File: config.mk
export PLATFORM = sky130hd
export DESIGN_NAME = if_fetch_unit_flat
export DESIGN_NICKNAME = d
export VERILOG_FILES = /design/src/rtl/if_fetch_unit_if.sv /design/src/rtl/if_fetch_unit.sv /design/src/flat_wrapper.sv
export SDC_FILE = /design/constraint.sdc
export NUM_CORES = 1
export LEC_CHECK = 0
export CAP_MARGIN = 20
export CORE_MARGIN = 3
export CORE_UTILIZATION = 30
export DETAILED_ROUTE_END_ITERATION = 8
export PLACE_DENSITY = 0.51
export REMOVE_ABC_BUFFERS = 1
export SETUP_SLACK_MARGIN = 0.1
export SYNTH_ARGS = -nofsm -noshare
export SYNTH_HDL_FRONTEND = slang
export SYNTH_SLANG_ARGS = --single-unit
File: constraint.sdc
create_clock -name clk -period 3.05 [get_ports clk]
set_input_delay 0.7625 -clock clk [delete_from_list [all_inputs] [get_ports clk]]
set_output_delay 0.7625 -clock clk [all_outputs]
set_load 0.01 [all_outputs]
File: src/rtl/if_fetch_unit_if.sv
// Instruction-memory fetch bus: one request outstanding at a time, completed by a one-cycle ack.
interface if_fetch_unit_if #(
  parameter int DATA_W = 32
);
  logic              mem_req;
  logic [DATA_W-1:0] mem_addr;
  logic              mem_ack;
  logic [DATA_W-1:0] mem_rdata;

  modport master (
    output mem_req,
    output mem_addr,
    input  mem_ack,
    input  mem_rdata
  );

  modport slave (
    input  mem_req,
    input  mem_addr,
    output mem_ack,
    output mem_rdata
  );
endinterface

File: src/rtl/if_fetch_unit.sv
// Instruction-fetch front end: generates the fetch PC, runs the memory req/ack handshake,
// drops stale fetches after a branch and holds a completed word while the pipeline is frozen.
module if_fetch_unit #(
  parameter int                DATA_W   = 32,
  parameter logic [DATA_W-1:0] RESET_PC = '0,
  parameter logic [DATA_W-1:0] PC_INC   = DATA_W'(4)
) (
  input  logic              clk,
  input  logic              rst,
  input  logic              freeze,
  input  logic              branch_taken,
  input  logic [DATA_W-1:0] branch_addr,
  if_fetch_unit_if.master   mem,
  output logic              valid,
  output logic [DATA_W-1:0] PC_out,
  output logic [DATA_W-1:0] instruction
);

  localparam logic [1:0] S_FETCH = 2'd0;
  localparam logic [1:0] S_DROP  = 2'd1;
  localparam logic [1:0] S_HOLD  = 2'd2;

  logic [1:0]        r_state, w_state_nxt;
  logic [DATA_W-1:0] r_pc, w_pc_nxt;
  logic [DATA_W-1:0] r_tgt, w_tgt_nxt;
  logic [DATA_W-1:0] r_buf, w_buf_nxt;
  logic [DATA_W-1:0] r_bufpc, w_bufpc_nxt;
  logic [DATA_W-1:0] w_pc_inc;

  assign w_pc_inc = r_pc + PC_INC;

  // No request is driven while reset is held, so memory never sees a half-reset handshake.
  assign mem.mem_req  = rst && (r_state != S_HOLD);
  assign mem.mem_addr = r_pc;

  always_comb begin
    valid       = 1'b0;
    PC_out      = '0;
    instruction = '0;
    if (rst) begin
      case (r_state)
        S_FETCH: begin
          if (mem.mem_ack && !branch_taken) begin
            valid       = 1'b1;
            PC_out      = w_pc_inc;
            instruction = mem.mem_rdata;
          end
        end
        S_HOLD: begin
          if (!branch_taken) begin
            valid       = 1'b1;
            PC_out      = r_bufpc;
            instruction = r_buf;
          end
        end
        default: begin
          valid = 1'b0;
        end
      endcase
    end
  end

  always_comb begin
    w_state_nxt = r_state;
    w_pc_nxt    = r_pc;
    w_tgt_nxt   = r_tgt;
    w_buf_nxt   = r_buf;
    w_bufpc_nxt = r_bufpc;
    case (r_state)
      S_FETCH: begin
        if (mem.mem_ack) begin
          if (branch_taken) begin
            w_pc_nxt = branch_addr;
          end else begin
            w_pc_nxt = w_pc_inc;
            if (freeze) begin
              w_buf_nxt   = mem.mem_rdata;
              w_bufpc_nxt = w_pc_inc;
              w_state_nxt = S_HOLD;
            end
          end
        end else if (branch_taken) begin
          // Address must stay stable until the outstanding request acks, so park the target.
          w_tgt_nxt   = branch_addr;
          w_state_nxt = S_DROP;
        end
      end
      S_DROP: begin
        if (mem.mem_ack) begin
          w_pc_nxt    = branch_taken ? branch_addr : r_tgt;
          w_state_nxt = S_FETCH;
        end else if (branch_taken) begin
          w_tgt_nxt = branch_addr;
        end
      end
      S_HOLD: begin
        if (branch_taken) begin
          w_pc_nxt    = branch_addr;
          w_state_nxt = S_FETCH;
        end else if (!freeze) begin
          w_state_nxt = S_FETCH;
        end
      end
      default: begin
        w_state_nxt = S_FETCH;
      end
    endcase
  end

  always_ff @(posedge clk or negedge rst) begin
    if (!rst) begin
      r_state <= S_FETCH;
      r_pc    <= RESET_PC;
      r_tgt   <= '0;
      r_buf   <= '0;
      r_bufpc <= '0;
    end else begin
      r_state <= w_state_nxt;
      r_pc    <= w_pc_nxt;
      r_tgt   <= w_tgt_nxt;
      r_buf   <= w_buf_nxt;
      r_bufpc <= w_bufpc_nxt;
    end
  end

endmodule
File: src/flat_wrapper.sv
// flat-port wrapper written by rule: the top's interface ports become plain ports
module if_fetch_unit_flat 
#(
  parameter int                DATA_W   = 32,
  parameter logic [DATA_W-1:0] RESET_PC = '0,
  parameter logic [DATA_W-1:0] PC_INC   = DATA_W'(4)
)
  (clk, rst, freeze, branch_taken, branch_addr, valid, PC_out, instruction, mem_mem_req, mem_mem_addr, mem_mem_ack, mem_mem_rdata);
  if_fetch_unit_if #(.DATA_W(DATA_W)) mem_i ();
  input  logic clk;
  input  logic rst;
  input  logic freeze;
  input  logic branch_taken;
  input  logic [DATA_W-1:0] branch_addr;
  output logic valid;
  output logic [DATA_W-1:0] PC_out;
  output logic [DATA_W-1:0] instruction;
  output wire logic [$bits(mem_i.mem_req)-1:0] mem_mem_req;
  output wire logic [$bits(mem_i.mem_addr)-1:0] mem_mem_addr;
  input wire logic [$bits(mem_i.mem_ack)-1:0] mem_mem_ack;
  input wire logic [$bits(mem_i.mem_rdata)-1:0] mem_mem_rdata;
  assign mem_mem_req = mem_i.mem_req;
  assign mem_mem_addr = mem_i.mem_addr;
  assign mem_i.mem_ack = mem_mem_ack;
  assign mem_i.mem_rdata = mem_mem_rdata;
  if_fetch_unit #(.DATA_W(DATA_W), .RESET_PC(RESET_PC), .PC_INC(PC_INC)) u_core (.clk(clk), .rst(rst), .freeze(freeze), .branch_taken(branch_taken), .branch_addr(branch_addr), .mem(mem_i), .valid(valid), .PC_out(PC_out), .instruction(instruction));
endmodule
==> results.yml, run 1 <==
status:
  status: "finished, final reports clean"
clock_network:
  cts_tree: "done"
  cts_num_sinks: 130
  clk_latency_ns: 0.43
  clock_path_buffers: 2
  htreeDepth: 4
  cts_inserted_buffers: 17
  root_buffer: "clkbuf_16"
  ctsHoldBuffers: 0
  path_clk_slew_ns: 0.07
floorplanning:
  chipHeight_um: 162.6
  pin_count: 167
  die_area_mm2: 0.02643
  initial_core_util_pct: 30.96
  die_w_um: 162.6
  num_rows: 56
  core_area_mm2: 0.02375
detailed_routing:
  wl_per_cell_um: 18.99
  num_vias: 6864
  avgViaCountPerCell: 5.047
  ant_nets: 0
  remaining_drc_errors: 0
  drt-total-wl_mm: 25.83
  drt_iter0_markers: 456
  drtPass1Iterations: 5
synthesis:
  synth_edf_count: 0
  syn_inst: 770
  synthTopCellsByArea: "dfrtp_1 44%, mux2_2 12%, nand2_1 4.6%"
  yosys.area.top_type: "dfrtp_1"
  yosysWarnings: 0
  synthArstFlopShare_pct: 100.0
  ys_types: 52
  synth_top_area_share_pct: 44.24
  synth-seq-cells: 130
  synth_area_mm2: 0.007353
  ys_seq_area_share_pct: 44.24
  avgSynthCellArea_um2: 9.550
  synth_flop_cell: "dfrtp_1"
sta:
  finalSetupViolations: 0
  fin_crit_sh_pct: 98.71
  max_slew_margin_pct: 34.91
  fin_ws_ns: 0.03932
  slew_violations: 0
  max_slew.worst_pin.slew_ns: 0.9764
  fin_skew_ns: 0.01105
  hold_viol_final: 0
  timing.final.crit_period_ns: 3.011
  rsz0062_at_grt: "true"
  clock.fmax_mhz: 332.2
placed_design:
  gp_congestion: 0.7888
  dpl.hpwl_mm: 17.19
  place_ws_ns: -0.5846
  port_buffers: 166
  dp.cells: 1287
grt:
  grt_max_degree: 80
  use_met2_pct: 30.67
  grt.busiest_layer: "met2"
  grt_util_met1_pct: 27.04
  grt_pass1_wl_mm: 39.77
  grt_antenna_before_repair: 0
  grt-ovfl-total: 0
  grtUsageMet3_pct: 3.433
  grt_pass1_vias: 6819
  grtUsageTotal_pct: 19.15
setup_path:
  critPathMaxFanout: 6
  crit_buf_inv: 5
  path_cells: "inv_2 > ha_4 > nor2b_4 > buf_6 > nor2b_4 > buf_12 > clkbuf_16 > nand2_1 > o21ai_2 > buf_2"
  cp_top_family: "buffers and inverters"
  cp-start-kind: "flip-flop"
  slowest_stage: "dfrtp_1"
  critPathMaxStageDelay_ns: 0.40
  crit_path_frequent_cell: "nor2b_4"
  cp.required_ns: 2.29
  worstSetupEndpointType: "output pin"
  path_class: "flip-flop to output pin"
  cp.arrival_ns: 2.25
final_layout:
  drive_gt1_share_pct: 39.58
  area_delta_synth_final_pct: 54.40
  final_util_pct: 47.80
  antenna_cells: 0
  final_nets: 1101
  layout.cells.non_filler: 1360
pwr:
  max-vdd-ir-drop_mv: 0.4528
  p_leak_uw: 0.004984
  power_density_mw_per_mm2: 969.3
  power_uw: 11000
hold_path:
  min_path_type: "input pin to async pin"
job:
  cap_violations: 0
==> metal layers <==
layer,wire [µm],share of wire [%]
met2,12270,47
met4,286,1.1
met5,0,0
met1,12200,47
met3,1077,4.2
==> worst reg2reg max path, stage by stage (launching register included) <==
cell and delay [ns]:
dfrtp_1 0.38, inv_2 0.07, buf_4 0.14, ha_4 0.17, buf_4 0.13, buf_4 0.13
buf_4 0.14, nor2_1 0.08, nor2_1 0.09, or3_1 0.40, buf_12 0.21, a211oi_1 0.30
a311oi_1 0.09
==> Yosys cell counts (10+ instances only) <==
master / number
a31oi_1: 17
dfrtp_1: 130
buf_1: 17
nor3_1: 10
mux2_2: 81
o22a_1: 11
xnor2_1: 19
a21oi_1: 48
inv_1: 13
o21ai_0: 47
nor2_1: 63
clkbuf_1: 41
o21ai_1: 19
a22oi_1: 44
nand2_1: 91
nand3_1: 12
==> registers in the layout, indices dropped and copies added (netlist names) <==
| name | flops |
|---|---|
| u_core.r_tgt | 32 |
| u_core.r_bufpc | 32 |
| u_core.r_buf | 32 |
| u_core.r_state | 2 |
| u_core.mem.mem_addr | 32 |
==> layout by cell type, fill, tap and decap left out, types with 7 or more instances in the layout <==
| cell type | count |
|---|---|
| dfrtp_1 | 126 |
| buf_4 | 112 |
| clkdlybuf4s50_1 | 98 |
| mux2_2 | 81 |
| nand2_1 | 77 |
| nor2_1 | 61 |
| a21oi_1 | 48 |
| a22oi_1 | 39 |
| o21ai_0 | 33 |
| buf_2 | 31 |
| clkbuf_16 | 19 |
| clkbuf_2 | 19 |
| a31oi_1 | 17 |
| o21ai_2 | 16 |
| buf_6 | 14 |
| xnor2_2 | 13 |
| o21ai_1 | 11 |
| o22a_1 | 11 |
| buf_12 | 11 |
| inv_1 | 10 |
| nand2_2 | 8 |
| o21a_1 | 8 |
| dlygate4sd2_1 | 8 |
| nand3_1 | 7 |
| nor4_4 | 7 |
| a2bb2oi_1 | 7 |
==> what timing repair did <==
item	4_1_cts	5_1_grt
resized for setup	269	103
endpoints found under the setup margin	65	54
endpoints found under the hold margin	0	0
gates cloned	5	3
buffers inserted	18	17
pin swaps	16	26
==> where the power goes <==
part           switching (µW)  internal, µW
Combinational            2970          2810
Sequential                541          2590
Clock                     867          1230
==> metrics by stage <==
stage / setup TNS [ns] / hold slack (ns) / instance area (µm²)
finish: 0 / 0.2746 / 11350
global route: -0.3528 / 0.2700 / 11350
CTS: 0 / 0.2626 / 11070
detailed placement: -21.93 / 0.4699 / 9988
global placement: -19.58 / 0.4609 / 9988
floorplan: -142.60 / 0.4497 / 7099
==> worst paths after layout <==
path	startpoint	endpoint	slack (ns)	cells after the start
setup / recovery	u_core.r_state[0]$_DFFE_PN0P_	PC_out[25]	0.04	10
hold / removal	rst	u_core.r_bufpc[2]$_DFFE_PN0P_	0.27	2
hold reg to reg	u_core.r_bufpc[15]$_DFFE_PN0P_	u_core.r_bufpc[15]$_DFFE_PN0P_	0.48	2
setup reg to reg	u_core.r_state[0]$_DFFE_PN0P_	u_core.mem.mem_addr[17]$_DFFE_PN0P_	0.60	12
min in group clk	u_core.r_bufpc[15]$_DFFE_PN0P_	u_core.r_bufpc[15]$_DFFE_PN0P_	0.48	2
max in group asynchronous	rst	u_core.mem.mem_addr[11]$_DFFE_PN0P_	1.54	3
==> cells by family after synthesis <==
logic type | Yosys count | share of synthesized area, %
buffers and inverters | 76 | 4.118
AND/OR/NAND/NOR | 213 | 14.31
multiplexers | 85 | 12.95
flip-flops | 130 | 44.24
XOR/XNOR | 28 | 3.335
adder cells (fa/ha/maj) | 4 | 0.6806
AO/OA/AOI/OAI | 234 | 20.37
==> layout make-up <==
type	count	area (µm²)
well taps	319	399.1
clock inverters	15	175.2
flip-flops and latches	130	3258
clock buffers	17	425.4
multi-input cells	564	4343
inverters	13	48.80
fillers	2177	12400
repair buffers	302	2704
No activity file was read; power rests on OpenSTA's default activity.
==> run 2: changes to the inputs <==
CAP_MARGIN = not set   (was 20)
CORE_UTILIZATION = 51   (was 30)
CTS_CLUSTER_DIAMETER = 200   (was not set)
PLACE_DENSITY = 0.8   (was 0.51)
==> run 2 against run 1 <==
  * First-iteration DRC count grew to 2.6 times the previous value
  * Final area fell by 2.0%
  * Final cell count fell by 9.9%
  * Sequential share of layout area increased by 0.66 points
  * Worst setup slack got worse by 0.15 ns
  * Die area decreased by 40%
  * Global-route usage rose by 13 points
  * The flow now finishes with violations (setup timing)
  * Maximum frequency down 4.8%
==> results.yml, run 2 (synthesis gave the netlist of run 1 again) <==
status:
  status: "complete, but fails checks"
  violations: "setup timing"
floorplanning:
  chipHeight_um: 126.1
  pin_count: 167
  die_area_mm2: 0.01589
  die_w_um: 126.1
  initial_core_util_pct: 52.57
  num_rows: 43
  core_area_mm2: 0.01399
setup_path:
  cp-start-kind: "flip-flop"
  r2r_cells: 10
  reg2reg_from: "u_core.r_state[1]$_DFFE_PN0P_"
  critPathMaxFanout: 7
  r2r_end: "u_core.mem.mem_addr[2]$_DFFE_PN0P_"
  reg2reg_slack_ns: 0.42
  path_class: "flip-flop to output pin"
  cp.required_ns: 2.29
  cp.arrival_ns: 2.40
  worstSetupEndpointType: "output pin"
sta:
  timing.final.crit_period_ns: 3.163
  clock.fmax_mhz: 316.1
  fin_crit_sh_pct: 103.7
  slew_violations: 0
  fin_skew_ns: 0.01027
  finalSetupViolations: 7
  hold_viol_final: 0
  rsz0062_at_grt: "true"
  fin_ws_ns: -0.1132
  max_slew.worst_pin.slew_ns: 0.9405
  max_slew_margin_pct: 37.30
  tns_ns: -0.3891
detailed_routing:
  num_vias: 7946
  drt_iter0_markers: 1181
  remaining_drc_errors: 0
  drt-total-wl_mm: 28.38
  avgViaCountPerCell: 6.481
  ant_nets: 0
  wl_per_cell_um: 23.15
  drtPass1Iterations: 7
clock_network:
  cts_inserted_buffers: 17
  root_buffer: "clkbuf_16"
  clk_latency_ns: 0.43
  path_clk_slew_ns: 0.06
  cts_num_sinks: 130
  ctsHoldBuffers: 0
  htreeDepth: 4
  cts_tree: "done"
  clock_path_buffers: 2
grt:
  grt-ovfl-total: 0
  grt_pass1_wl_mm: 40.38
  grtUsageTotal_pct: 31.96
  grt_antenna_before_repair: 1
  grt_pass1_vias: 7260
  grt_max_degree: 72
final_layout:
  final_cell_mix: "121 x dfrtp_1, 119 x buf_4, 98 x clkdlybuf4s50_1, 88 x nand2_1, 81 x mux2_2"
  area_delta_synth_final_pct: 51.23
  layout_commonest_cell: "dfrtp_1"
  final_nets: 1105
  final_util_pct: 79.50
  layout.cells.non_filler: 1226
  drive_gt1_share_pct: 35.31
job:
  cap_violations: 0
placed_design:
  dp.cells: 1151
  gp_congestion: 0.9219
  port_buffers: 166
  dpl.hpwl_mm: 16.13
pwr:
  p_leak_uw: 0.004940
  power_density_mw_per_mm2: 1032
  max-vdd-ir-drop_mv: 0.6585
hold_path:
  min_path_type: "input pin to async pin"
run 2: cell types whose count changed in the layout (fill, tap and decap cells not counted), sizes merged, moves of 2 or more:
cell	change
dlygate4sd2	+27
buf	-12
clkinvlp	+5
clkbuf	-10
clkinv	-2
inv	-6
run 2: worst max path at each step:
stage                                   startpoint          to  slack (ns)
2_1_floorplan        u_core.r_state[0]$_DFFE_PN0P_  PC_out[24]       -1.29
3_3_place_gp                           mem_mem_ack  PC_out[12]       -0.35
3_5_place_dp                           mem_mem_ack  PC_out[12]       -0.38
4_1_cts        u_core.mem.mem_addr[21]$_DFFE_PN0P_  PC_out[25]       -0.08
5_1_grt        u_core.mem.mem_addr[19]$_DFFE_PN0P_  PC_out[26]       -0.19
6_report       u_core.mem.mem_addr[19]$_DFFE_PN0P_  PC_out[26]       -0.11
run 2: area by class of cell:
type,instances,area [µm²]
antenna,1,2.502
timing repair buffer,306,2700
sequential,130,3264
clock inverter,13,160.2
tap,180,225.2
clock buffer,19,452.9
inverter,13,51.30
fill,777,2868
multi-input combinational,564,4264
run 2: what timing repair did:
action,4_1_cts,5_1_grt
endpoints found under the setup margin,65,63
pin swaps,27,15
gates resized for setup,198,66
buffers inserted,24,17
cloned,1,0
run 2: critical path, stage by stage, from the launching register on:
cell and delay [ns]:
dfrtp_1 0.41, nand3_2 0.11, or4_4 0.53, buf_12 0.17, nor4_4 0.34, xnor2_2 0.13
o21ai_1 0.14, buf_2 0.14
run 2: power by group:
part	internal [µW]	switching, µW	leakage [µW]	total (µW)
clock	1320	824	0.000287	2150
combinational	2840	3230	0.00310	6070
sequential	2600	652	0.00155	3260
run 2: through the flow:
step                power (µW)  setup WS, ns  cell area, µm²  hold slack (ns)
floorplan                 5886        -1.287            7099           0.4497
global placement          8165       -0.3532            9849           0.4607
detailed placement        8334       -0.3800            9849           0.4700
CTS                      10830      -0.08067           10910           0.3775
global route             11900       -0.1855           11120           0.3909
finish                   11470       -0.1132           11120           0.3830
run 2: layer usage:
metal	global-route usage (%)	wire length, µm
met5	0	0
met2	50.42	13030
met4	10.79	1530
met3	6.870	2931
met1	44.13	10890
